==> src/rtl/axi_rd_arbiter_if.sv <==
// AXI4 read-address and read-data channels shared by the instruction and data
// refill paths; master is the arbiter, slave is the interconnect.
interface axi_rd_arbiter_if #(
  parameter int ADDR_W = 32,
  parameter int DATA_W = 32
);
  logic [3:0]        arid;
  logic [ADDR_W-1:0] araddr;
  logic [7:0]        arlen;
  logic [2:0]        arsize;
  logic [1:0]        arburst;
  logic              arvalid;
  logic              arready;
  logic [3:0]        rid;
  logic [DATA_W-1:0] rdata;
  logic [1:0]        rresp;
  logic              rlast;
  logic              rvalid;
  logic              rready;

  modport master (
    output arid, araddr, arlen, arsize, arburst, arvalid, rready,
    input  arready, rid, rdata, rresp, rlast, rvalid
  );

  modport slave (
    input  arid, araddr, arlen, arsize, arburst, arvalid, rready,
    output arready, rid, rdata, rresp, rlast, rvalid
  );
endinterface

==> src/rtl/axi_rd_arbiter.sv <==
// Round-robin arbiter sharing one AXI4 read channel between the icache and
// dcache ports, with silent draining of a cancelled instruction burst.
module axi_rd_arbiter #(
  parameter int          ADDR_W  = 32,
  parameter int          DATA_W  = 32,
  parameter logic [3:0]  ID_INST = 4'd0,
  parameter logic [3:0]  ID_DATA = 4'd1
) (
  input  logic              clk,
  input  logic              rst,

  input  logic              inst_rd_req,
  input  logic [ADDR_W-1:0] inst_rd_addr,
  input  logic [7:0]        inst_rd_len,
  input  logic [2:0]        inst_rd_size,
  output logic              inst_rd_rdy,
  input  logic              inst_cancel,
  output logic              inst_ret_valid,
  output logic              inst_ret_last,
  output logic [DATA_W-1:0] inst_ret_data,

  input  logic              data_rd_req,
  input  logic [ADDR_W-1:0] data_rd_addr,
  input  logic [7:0]        data_rd_len,
  input  logic [2:0]        data_rd_size,
  output logic              data_rd_rdy,
  output logic              data_ret_valid,
  output logic              data_ret_last,
  output logic [DATA_W-1:0] data_ret_data,

  axi_rd_arbiter_if.master  axi
);

  typedef enum logic [1:0] {
    S_IDLE = 2'd0,
    S_ADDR = 2'd1,
    S_DATA = 2'd2
  } state_e;

  typedef enum logic {
    OWN_INST = 1'b0,
    OWN_DATA = 1'b1
  } owner_e;

  state_e            state_q;
  owner_e            owner_q;
  owner_e            last_owner_q;
  logic              cancel_q;
  logic              arvalid_q;
  logic              rready_q;
  logic [3:0]        arid_q;
  logic [ADDR_W-1:0] araddr_q;
  logic [7:0]        arlen_q;
  logic [2:0]        arsize_q;

  logic inst_elig_s;
  logic grant_inst_s;
  logic grant_data_s;
  logic ar_hs_s;
  logic beat_s;
  logic inst_cancel_hit_s;
  logic unused_s;

  // A cancelled fetch is never eligible; on a tie the previous owner yields.
  assign inst_elig_s       = inst_rd_req && !inst_cancel;
  assign grant_inst_s      = inst_elig_s && (!data_rd_req || (last_owner_q == OWN_DATA));
  assign grant_data_s      = data_rd_req && !grant_inst_s;
  assign ar_hs_s           = arvalid_q && axi.arready;
  assign beat_s            = rready_q && axi.rvalid;
  assign inst_cancel_hit_s = inst_cancel && (owner_q == OWN_INST) && (state_q != S_IDLE);

  assign inst_rd_rdy    = ar_hs_s && (owner_q == OWN_INST) && !cancel_q && !inst_cancel;
  assign data_rd_rdy    = ar_hs_s && (owner_q == OWN_DATA);
  assign inst_ret_valid = beat_s && (owner_q == OWN_INST) && !cancel_q && !inst_cancel;
  assign inst_ret_last  = inst_ret_valid && axi.rlast;
  assign inst_ret_data  = axi.rdata;
  assign data_ret_valid = beat_s && (owner_q == OWN_DATA);
  assign data_ret_last  = data_ret_valid && axi.rlast;
  assign data_ret_data  = axi.rdata;

  assign axi.arid    = arid_q;
  assign axi.araddr  = araddr_q;
  assign axi.arlen   = arlen_q;
  assign axi.arsize  = arsize_q;
  assign axi.arburst = 2'b01;
  assign axi.arvalid = arvalid_q;
  assign axi.rready  = rready_q;

  // Owner comes from internal state, so the returned id and response are not used.
  assign unused_s = ^{axi.rid, axi.rresp};

  // Transaction FSM: grant in IDLE, hold AR until accepted, drain R until rlast.
  always_ff @(posedge clk) begin
    if (rst) begin
      state_q      <= S_IDLE;
      owner_q      <= OWN_INST;
      last_owner_q <= OWN_DATA;
      cancel_q     <= 1'b0;
      arvalid_q    <= 1'b0;
      rready_q     <= 1'b0;
      arid_q       <= 4'd0;
      araddr_q     <= {ADDR_W{1'b0}};
      arlen_q      <= 8'd0;
      arsize_q     <= 3'd0;
    end else begin
      case (state_q)
        S_IDLE: begin
          cancel_q <= 1'b0;
          if (grant_inst_s) begin
            owner_q      <= OWN_INST;
            last_owner_q <= OWN_INST;
            arid_q       <= ID_INST;
            araddr_q     <= inst_rd_addr;
            arlen_q      <= inst_rd_len;
            arsize_q     <= inst_rd_size;
            arvalid_q    <= 1'b1;
            state_q      <= S_ADDR;
          end else if (grant_data_s) begin
            owner_q      <= OWN_DATA;
            last_owner_q <= OWN_DATA;
            arid_q       <= ID_DATA;
            araddr_q     <= data_rd_addr;
            arlen_q      <= data_rd_len;
            arsize_q     <= data_rd_size;
            arvalid_q    <= 1'b1;
            state_q      <= S_ADDR;
          end
        end
        S_ADDR: begin
          // The address phase must still complete after a cancel.
          if (inst_cancel_hit_s) begin
            cancel_q <= 1'b1;
          end
          if (ar_hs_s) begin
            arvalid_q <= 1'b0;
            rready_q  <= 1'b1;
            state_q   <= S_DATA;
          end
        end
        S_DATA: begin
          if (beat_s && axi.rlast) begin
            rready_q <= 1'b0;
            cancel_q <= 1'b0;
            state_q  <= S_IDLE;
          end else if (inst_cancel_hit_s) begin
            cancel_q <= 1'b1;
          end
        end
        default: begin
          state_q   <= S_IDLE;
          arvalid_q <= 1'b0;
          rready_q  <= 1'b0;
          cancel_q  <= 1'b0;
        end
      endcase
    end
  end

endmodule
==> src/flat_wrapper.sv <==
// flat-port wrapper written by rule: the top's interface ports become plain ports
module axi_rd_arbiter_flat 
#(
  parameter int          ADDR_W  = 32,
  parameter int          DATA_W  = 32,
  parameter logic [3:0]  ID_INST = 4'd0,
  parameter logic [3:0]  ID_DATA = 4'd1
)
  (clk, rst, inst_rd_req, inst_rd_addr, inst_rd_len, inst_rd_size, inst_rd_rdy, inst_cancel, inst_ret_valid, inst_ret_last, inst_ret_data, data_rd_req, data_rd_addr, data_rd_len, data_rd_size, data_rd_rdy, data_ret_valid, data_ret_last, data_ret_data, axi_arid, axi_araddr, axi_arlen, axi_arsize, axi_arburst, axi_arvalid, axi_rready, axi_arready, axi_rid, axi_rdata, axi_rresp, axi_rlast, axi_rvalid);
  axi_rd_arbiter_if #(.ADDR_W(ADDR_W), .DATA_W(DATA_W)) axi_i ();
  input  logic clk;
  input  logic rst;
  input  logic inst_rd_req;
  input  logic [ADDR_W-1:0] inst_rd_addr;
  input  logic [7:0] inst_rd_len;
  input  logic [2:0] inst_rd_size;
  output logic inst_rd_rdy;
  input  logic inst_cancel;
  output logic inst_ret_valid;
  output logic inst_ret_last;
  output logic [DATA_W-1:0] inst_ret_data;
  input  logic data_rd_req;
  input  logic [ADDR_W-1:0] data_rd_addr;
  input  logic [7:0] data_rd_len;
  input  logic [2:0] data_rd_size;
  output logic data_rd_rdy;
  output logic data_ret_valid;
  output logic data_ret_last;
  output logic [DATA_W-1:0] data_ret_data;
  output wire logic [$bits(axi_i.arid)-1:0] axi_arid;
  output wire logic [$bits(axi_i.araddr)-1:0] axi_araddr;
  output wire logic [$bits(axi_i.arlen)-1:0] axi_arlen;
  output wire logic [$bits(axi_i.arsize)-1:0] axi_arsize;
  output wire logic [$bits(axi_i.arburst)-1:0] axi_arburst;
  output wire logic [$bits(axi_i.arvalid)-1:0] axi_arvalid;
  output wire logic [$bits(axi_i.rready)-1:0] axi_rready;
  input wire logic [$bits(axi_i.arready)-1:0] axi_arready;
  input wire logic [$bits(axi_i.rid)-1:0] axi_rid;
  input wire logic [$bits(axi_i.rdata)-1:0] axi_rdata;
  input wire logic [$bits(axi_i.rresp)-1:0] axi_rresp;
  input wire logic [$bits(axi_i.rlast)-1:0] axi_rlast;
  input wire logic [$bits(axi_i.rvalid)-1:0] axi_rvalid;
  assign axi_arid = axi_i.arid;
  assign axi_araddr = axi_i.araddr;
  assign axi_arlen = axi_i.arlen;
  assign axi_arsize = axi_i.arsize;
  assign axi_arburst = axi_i.arburst;
  assign axi_arvalid = axi_i.arvalid;
  assign axi_rready = axi_i.rready;
  assign axi_i.arready = axi_arready;
  assign axi_i.rid = axi_rid;
  assign axi_i.rdata = axi_rdata;
  assign axi_i.rresp = axi_rresp;
  assign axi_i.rlast = axi_rlast;
  assign axi_i.rvalid = axi_rvalid;
  axi_rd_arbiter #(.ADDR_W(ADDR_W), .DATA_W(DATA_W), .ID_INST(ID_INST), .ID_DATA(ID_DATA)) u_core (.clk(clk), .rst(rst), .inst_rd_req(inst_rd_req), .inst_rd_addr(inst_rd_addr), .inst_rd_len(inst_rd_len), .inst_rd_size(inst_rd_size), .inst_rd_rdy(inst_rd_rdy), .inst_cancel(inst_cancel), .inst_ret_valid(inst_ret_valid), .inst_ret_last(inst_ret_last), .inst_ret_data(inst_ret_data), .data_rd_req(data_rd_req), .data_rd_addr(data_rd_addr), .data_rd_len(data_rd_len), .data_rd_size(data_rd_size), .data_rd_rdy(data_rd_rdy), .data_ret_valid(data_ret_valid), .data_ret_last(data_ret_last), .data_ret_data(data_ret_data), .axi(axi_i));
endmodule
==> config.mk <==
export PLATFORM = sky130hd
export DESIGN_NAME = axi_rd_arbiter_flat
export DESIGN_NICKNAME = d
export VERILOG_FILES = /design/src/rtl/axi_rd_arbiter_if.sv /design/src/rtl/axi_rd_arbiter.sv /design/src/flat_wrapper.sv
export SDC_FILE = /design/constraint.sdc
export NUM_CORES = 1
export LEC_CHECK = 0
export BUFFER_PORTS_ARGS = -buffer_cell sky130_fd_sc_hd__buf_2
export CORE_MARGIN = 8
export CORE_UTILIZATION = 34
export DETAILED_ROUTE_END_ITERATION = 12
export GPL_TIMING_DRIVEN = 0
export PLACE_DENSITY = 0.87
export REMOVE_ABC_BUFFERS = 1
export SLEW_MARGIN = 25
export SYNTH_ARGS = -nofsm -noshare
export SYNTH_HDL_FRONTEND = slang
export SYNTH_SLANG_ARGS = --single-unit
==> constraint.sdc <==
create_clock -name clk -period 1.3 [get_ports clk]
set_clock_uncertainty 0.05 [all_clocks]
set_input_delay 0.26 -clock clk [delete_from_list [all_inputs] [get_ports clk]]
set_output_delay 0.26 -clock clk [all_outputs]
set_load 0.05 [all_outputs]
### After elaboration in Yosys (flattened, before gate mapping)

Cells that the tools add are included.
Widths: inputs -> output; s select.

| storage, ports and cells | value |
|---|---|
| register bits | 54 |
| bits in latches | 0 |
| memory bits (writable) | 0 |
| memory bits (read-only) | 0 |
| input bits | 132 |
| logic and storage cells | 72 |
| memories kept | 0 |

| operators by class | value |
|---|---|
| add/sub/neg operators | 0 |
| multipliers | 0 |
| div/mod/pow operators | 0 |
| magnitude comparators | 0 |
| equal/unequal tests | 5 |
| shift operators | 0 |
| multiplexer cells | 24 |
| bitwise operators | 3 |
| reduce and logical (&&, ||, !) cells | 30 |

Operators by type and width:

| operator | count |
|---|---|
| $mux 32 | 2 |
| $logic_and 1x1->1 | 18 |
| $mux 8 | 2 |
| $reduce_and 3->1 | 3 |
| $mux 1 | 8 |
| $mux 2 | 4 |
| $mux 4 | 2 |
| $mux 3 | 2 |
| $pmux 1 s3 | 2 |
| $pmux 2 s3 | 1 |
| $logic_not 1->1 | 4 |
| $ne 2x1->1 const B | 2 |
| $reduce_bool 2->1 | 2 |
| $ne 3x1->1 const B | 1 |
| $not 1->1 | 3 |
| $eq 2x1->1 const B | 1 |
| $eq 2x2->1 const B | 1 |
| $logic_not 2->1 | 1 |
| $pmux 1 s2 | 1 |
| $reduce_and 2->1 | 1 |
| $logic_or 1x1->1 | 1 |

### Longest topological paths before layout

Gate-level depths: netlist of run 1.

| logic depth | value |
|---|---|
| depth in word-level cells | 8 |
| mapped depth | 7 |
| mapped depth without buffers | 6 |

### Worst setup path before layout of run 1

No wires, ideal clock.

| timing | value |
|---|---|
| path kind | reg2out |
| start point | register u_core.rready_q (netlist: u_core.axi.rready) |
| end point | output data_ret_last |
| arrival time | 1,522 ps |
| path slack | -532 ps |
| stages on the path, launching flop included | 3 |
| path buffers | 0 |
| path through | dfxtp_1 > nand3_1 > nor2_1 |

| between the ends | value |
|---|---|
| word-level cells in the longest chain between the ends | 3 |

RTL lines:

| element | RTL line | source |
|---|---|---|
| start, declared | axi_rd_arbiter.sv:50 | `logic rready_q;` |
| start signal, assigned | axi_rd_arbiter.sv:100 | `rready_q <= 1'b0;` |
| start signal, assigned | axi_rd_arbiter.sv:136 | `rready_q <= 1'b1;` |
| start signal, assigned | axi_rd_arbiter.sv:142 | `rready_q <= 1'b0;` |
| $logic_and 1x1->1 | axi_rd_arbiter.sv:69 | `assign beat_s = rready_q && axi.rvalid;` |
| $logic_and 1x1->1 | axi_rd_arbiter.sv:77 | `assign data_ret_valid = beat_s && (owner_q == OWN_DATA);` |
| $logic_and 1x1->1 | axi_rd_arbiter.sv:78 | `assign data_ret_last = data_ret_valid && axi.rlast;` |
| end, declared | flat_wrapper.sv:28 | `output logic data_ret_last;` |

Every way passes these cells.

==> impl_metrics.json, run 1 <==
{
  "internal_power_mw": 3.33,
  "multi_input_area_um2": 1490,
  "synth_flop_cell": "dfxtp_1",
  "timing.hold.ws_ns": 0.164,
  "p_sw_frac": 0.417,
  "post_drt_via_cell_ratio": 5.18,
  "first_global_vias": 2976,
  "dr.first_iter.drc_count": 82,
  "synth_top_cell_by_area": "dfxtp_1",
  "worst_pin_slew_ns": 0.702,
  "grt-ovfl-total": 0,
  "fin_crit_ns": 1.66,
  "place_hpwl_mm": 9.19,
  "outcome": "complete, but fails checks",
  "vias": 2924,
  "cts.sinks": 50,
  "syn_area_per_cell_um2": 7.77,
  "slew_viol_final": 0,
  "grt_use_total": 0.208,
  "required_ns": 0.99,
  "core_um2": 8130,
  "async_flop_share": 0,
  "powerDensity_nw_per_um2": 1370,
  "fin_cells": 564,
  "antenna_found_initial": 0,
  "p_sw_mw": 2.38,
  "synthTopCellsByCount": "91 x nand2_1, 71 x buf_4, 51 x nor2_1",
  "fin_util": 0.513,
  "place_inst": 527,
  "drive_above_1_share": 0.556,
  "finalCritPeriodShare": 1.28,
  "hp-class": "input pin to flop",
  "rows": 33,
  "yosys_warnings": 0,
  "drtPass1Iterations": 5,
  "ant_nets": 0,
  "reg2reg_to": "u_core.axi.araddr[1]",
  "min-delay-start": "data_rd_addr[13]",
  "p_clk_frac": 0.159,
  "max_cap_violations": 0,
  "setup_viol": 56,
  "post_drt_wl_per_cell_um": 22.9,
  "fin_nets": 595,
  "r2r_cells": 8,
  "clk_latency_ns": 0.29,
  "arrival_ns": 1.35,
  "cts_buffers": 5,
  "cts_tree": "done",
  "diodes": 0,
  "cts_root_buffer": "clkbuf_8",
  "r2r_slack_ns": -0.25,
  "htree_levels": 2,
  "netlist_instances": 363,
  "synth_seq_cells": 50,
  "peakVddDrop_v": 0.000520,
  "gp_congestion": 0.828,
  "violations": "negative setup slack",
  "routed_wl_mm": 12.9,
  "synth_area_um2": 2820,
  "ys_types": 24,
  "worst_slack_ns": -0.362,
  "p_leak_nw": 1.88,
  "clock.fmax_ghz": 0.602,
  "die_area_um2": 11500,
  "synth-edff-count": 0,
  "rsz0062_at_grt": "yes",
  "drc_errors": 0,
  "die_w_um": 107,
  "relSlewSlack": 0.532,
  "crit_fanout": 3,
  "placedInstanceArea_um2": 3170,
  "clk_path_buf_depth": 2,
  "whs_endpoint": "u_core.axi.araddr[13]",
  "synth_area_leaders": "dfxtp_1 36%, buf_4 19%, a311oi_1 14%",
  "clk_pin_slew_ns": 0.09,
  "report.final.hold_viol_count": 0,
  "yosysMostFrequentCell": "nand2_1",
  "synth.top_cell.area_share": 0.355,
  "holdPathStages": 3,
  "critPathKind": "flop to output pin",
  "seq_area_um2": 1010,
  "syn_to_final_growth_pct": 47.9,
  "seq_area_frac_synth": 0.355,
  "grt_pass1_wl_mm": 18.2,
  "io_buffers": 145,
  "start_util": 0.347,
  "grt_max_degree": 51,
  "fin_area_um2": 4170,
  "fillers": 745,
  "cp-end-kind": "output pin",
  "combPwrFrac": 0.509,
  "crit_path_start_kind": "flop",
  "r2r-start": "u_core.state_q[0]",
  "dieHeight_um": 107,
  "ioPinCount": 253,
  "pwr-share-seq": 0.331
}
-- cell families after synthesis --
family	synth area share
AO/OA/AOI/OAI	0.175
flip-flops	0.355
AND/OR/NAND/NOR	0.205
multiplexers	0.00355
buffers and inverters	0.246
adder cells (fa/ha/maj)	0.0133
other	0.00266
-- power by group through the flow --
stage          logic [mW]  registers (mW)  clock network [mW]
2_1_floorplan       0.597            2.64                   0
3_3_place_gp         1.85            1.89                   0
3_5_place_dp         1.99            1.91                   0
4_1_cts              2.71            1.88               0.954
5_1_grt              3.07            1.92                1.01
6_report             2.91            1.89               0.909
-- cells in the final DEF, fill, tap and decap left out, types with 2 or more instances in the layout --
cell type,n
buf_8,8
a311oi_2,19
nor2_2,11
ha_4,2
buf_4,12
buf_2,131
nand2_2,3
dfxtp_2,5
clkbuf_4,4
inv_2,3
dfxtp_1,44
nor2_1,30
a31oi_1,3
nand2_1,87
buf_12,4
conb_1,5
nor2_4,10
a311oi_1,27
buf_6,10
buf_16,12
nand3_4,2
clkbuf_8,6
inv_1,3
-- per-layer routing --
layer,up-vias,track usage,part of all wire
met2,222,0.333,0.48
met5,-,0.0536,0.0042
met1,1329,0.199,0.32
met4,2,0.0402,0.019
li1,1347,-,-
met3,24,0.175,0.18
-- how the worst max path moves through the flow --
stage | from | to | slack [ns] | cells past startpoint
6_report | u_core.axi.arid[0] | inst_ret_valid | -0.36 | 3
5_1_grt | u_core.axi.arid[0] | inst_ret_valid | -0.41 | 3
4_1_cts | u_core.cancel_q | inst_rd_rdy | -0.33 | 3
3_5_place_dp | u_core.state_q[0] | u_core.axi.araddr[25] | -0.69 | 8
3_3_place_gp | u_core.state_q[0] | u_core.last_owner_q | -1.41 | 6
2_1_floorplan | u_core.state_q[0] | u_core.last_owner_q | -0.95 | 6
-- sequential cells by signal, summed over array words and instances, names as in the netlist --
| register | flops |
|---|---|
| u_core.state_q | 2 |
| u_core.axi.araddr | 32 |
| u_core.axi.arvalid | 1 |
| u_core.axi.arlen | 8 |
| u_core.axi.arid | 1 |
| u_core.last_owner_q | 1 |
| u_core.cancel_q | 1 |
| u_core.axi.rready | 1 |
| u_core.axi.arsize | 3 |
-- worst max-delay path: stages (launching register included) --
cell	delay [ns]
dfxtp_2	0.34
or3_4	0.44
nor2_4	0.12
buf_8	0.15
-- metrics by stage --
| stage | setup WS, ns | TNS, ns | power [mW] |
|---|---|---|---|
| CTS | -0.334 | -10.50 | 5.54 |
| global route | -0.414 | -14.36 | 6.00 |
| detailed placement | -0.693 | -23.67 | 3.90 |
| floorplan | -0.947 | -44.11 | 3.24 |
| global placement | -1.41 | -62.01 | 3.75 |
| finish | -0.362 | -10.89 | 5.71 |
-- timing repair --
item,in CTS,in global routing
pin swaps,56,18
setup buffers,19,9
gates cloned,8,0
hold buffers,0,0
gates resized for setup,79,57
setup endpoints to repair,56,61
-- cell type report --
class,instances,area share
multi-input cells,214,0.357
clock buffers,6,0.0198
repair buffers,181,0.340
well taps,105,0.0315
flip-flops and latches,50,0.242
inverters,8,0.00900
(Power assumes the default switching activity.)
==> run 2, diff against run 1 <==
Settings changed: BUFFER_PORTS_ARGS -buffer_cell sky130_fd_sc_hd__buf_2 to -buffer_cell sky130_fd_sc_hd__buf_4.
==> run 2 against run 1 <==
Compared with the run above: routed wire length grew 1.2%; worst hold slack gained 0.0023 ns; the flow still finishes with violations (negative setup slack); die area is the same; global-route usage grew 0.36 points; register-to-register slack lost 0.05 ns; non-clock buffer count grew 2.
==> impl_metrics.json, run 2 (synthesis results as in run 1) <==
{
  "outcome": "complete, but fails checks",
  "violations": "negative setup slack",
  "die_w_um": 107,
  "layout_common_cells": "149 x buf_4, 87 x nand2_1, 45 x dfxtp_1, 26 x a311oi_1, 23 x nor2_2",
  "fin_nets": 597,
  "cts_root_buffer": "clkbuf_8",
  "cpPeakStageDelay_ns": 0.41,
  "worst_pin_slew_ns": 0.686,
  "vias": 2962,
  "cts.sinks": 50,
  "slowest_stage": "or3_4",
  "clk_pin_slew_ns": 0.10,
  "post_drt_wl_per_cell_um": 23.0,
  "largest_register_ffs": 32,
  "gp_congestion": 0.836,
  "r2r-start": "u_core.state_q[0]",
  "final_common_cell": "buf_4",
  "peakVddDrop_v": 0.000588,
  "p_leak_nw": 1.99,
  "grt-ovfl-total": 0,
  "powerDensity_nw_per_um2": 1310,
  "post_drt_via_cell_ratio": 5.21,
  "required_ns": 0.99,
  "routed_wl_mm": 13.1,
  "max_cap_violations": 0,
  "dr.first_iter.drc_count": 96,
  "core_um2": 8130,
  "finalCritPeriodShare": 1.25,
  "fin_util": 0.567,
  "grt_use_total": 0.212,
  "die_area_um2": 11500,
  "fin_crit_ns": 1.62,
  "first_global_vias": 3019,
  "place_inst": 527,
  "slew_viol_final": 0,
  "fin_cells": 568,
  "drc_errors": 0,
  "syn_to_final_growth_pct": 63.6,
  "crit_path_start_kind": "flop",
  "start_util": 0.347,
  "htree_levels": 2,
  "clk_latency_ns": 0.30,
  "diodes": 0,
  "ant_nets": 0,
  "setup_viol": 54,
  "report.final.hold_viol_count": 0,
  "min-delay-start": "data_rd_addr[13]",
  "critPathKind": "flop to output pin",
  "io_buffers": 145,
  "worst_slack_ns": -0.320,
  "drive_above_1_share": 0.611,
  "grt_max_degree": 51,
  "cts_tree": "done",
  "ioPinCount": 253,
  "crit_fanout": 3,
  "crit_path_start": "u_core.axi.arid[0]",
  "cp-end-kind": "output pin",
  "clock.fmax_ghz": 0.617,
  "place_hpwl_mm": 9.29,
  "clk_path_buf_depth": 2,
  "rows": 33,
  "grt_pass1_wl_mm": 18.3,
  "dieHeight_um": 107,
  "cts_buffers": 5,
  "antenna_found_initial": 0,
  "arrival_ns": 1.31,
  "drtPass1Iterations": 5,
  "relSlewSlack": 0.543,
  "rsz0062_at_grt": "yes",
  "crit_chain": "or3_4 > nor2_4 > buf_6",
  "hp-class": "input pin to flop"
}
==> run 2: critical path: cells and delay by family (launching register included) <==
kind | cells | cell delay (ns)
flip-flops | 1 | 0.33
buffers and inverters | 1 | 0.16
AND/OR/NAND/NOR | 2 | 0.52
==> run 2: power by group <==
part	switching, mW	total, mW	internal, mW
Clock	0.532	0.963	0.431
Sequential	0.185	1.95	1.76
Combinational	1.78	3.15	1.37
Total	2.50	6.06	3.57
==> run 2: final cells by class <==
cell class | count | area, um^2
sequential | 50 | 1010
fill | 708 | 3520
timing repair buffer | 183 | 1740
multi-input combinational | 214 | 1600
tap | 105 | 131
clock buffer | 7 | 86.3
clock inverter | 1 | 5.00
inverter | 8 | 40.0
==> run 2: repair_timing <==
action | in CTS | in global routing
pin swaps | 52 | 23
resized for setup | 98 | 64
cloned | 8 | 0
buffers inserted | 23 | 9
endpoints found under the setup margin | 54 | 58
hold buffers | 0 | 0
==> run 2: final timing paths <==
| kind | endpoint | slack [ns] | depth (start not counted) |
|---|---|---|---|
| worst max-delay path | inst_rd_rdy | -0.32 | 3 |
| worst min-delay path | u_core.axi.araddr[13] | 0.17 | 3 |
| worst max register to register | u_core.axi.araddr[1] | -0.30 | 9 |
| worst min register to register | u_core.axi.araddr[13] | 0.45 | 2 |
==> run 2: through the flow <==
step / setup TNS (ns) / total power, mW / instance area [um^2] / hold slack [ns] / worst slack (ns)
finish: -11.45 / 6.06 / 4610 / 0.166 / -0.320
detailed placement: -20.86 / 4.12 / 3530 / 0.442 / -0.602
floorplan: -44.11 / 3.24 / 2170 / 0.282 / -0.947
global route: -14.93 / 6.35 / 4610 / 0.152 / -0.369
global placement: -62.35 / 3.96 / 3390 / 0.436 / -1.42
CTS: -11.39 / 5.95 / 4420 / 0.157 / -0.316
==> run 2: per-layer routing <==
| metal | GRT usage | wire length [um] | up-vias |
|---|---|---|---|
| met5 | 0.0536 | 54 | - |
| met3 | 0.129 | 1670 | 30 |
| met2 | 0.335 | 6190 | 192 |
| met1 | 0.228 | 4820 | 1384 |
| li1 | - | - | 1354 |
| met4 | 0.0593 | 340 | 2 |
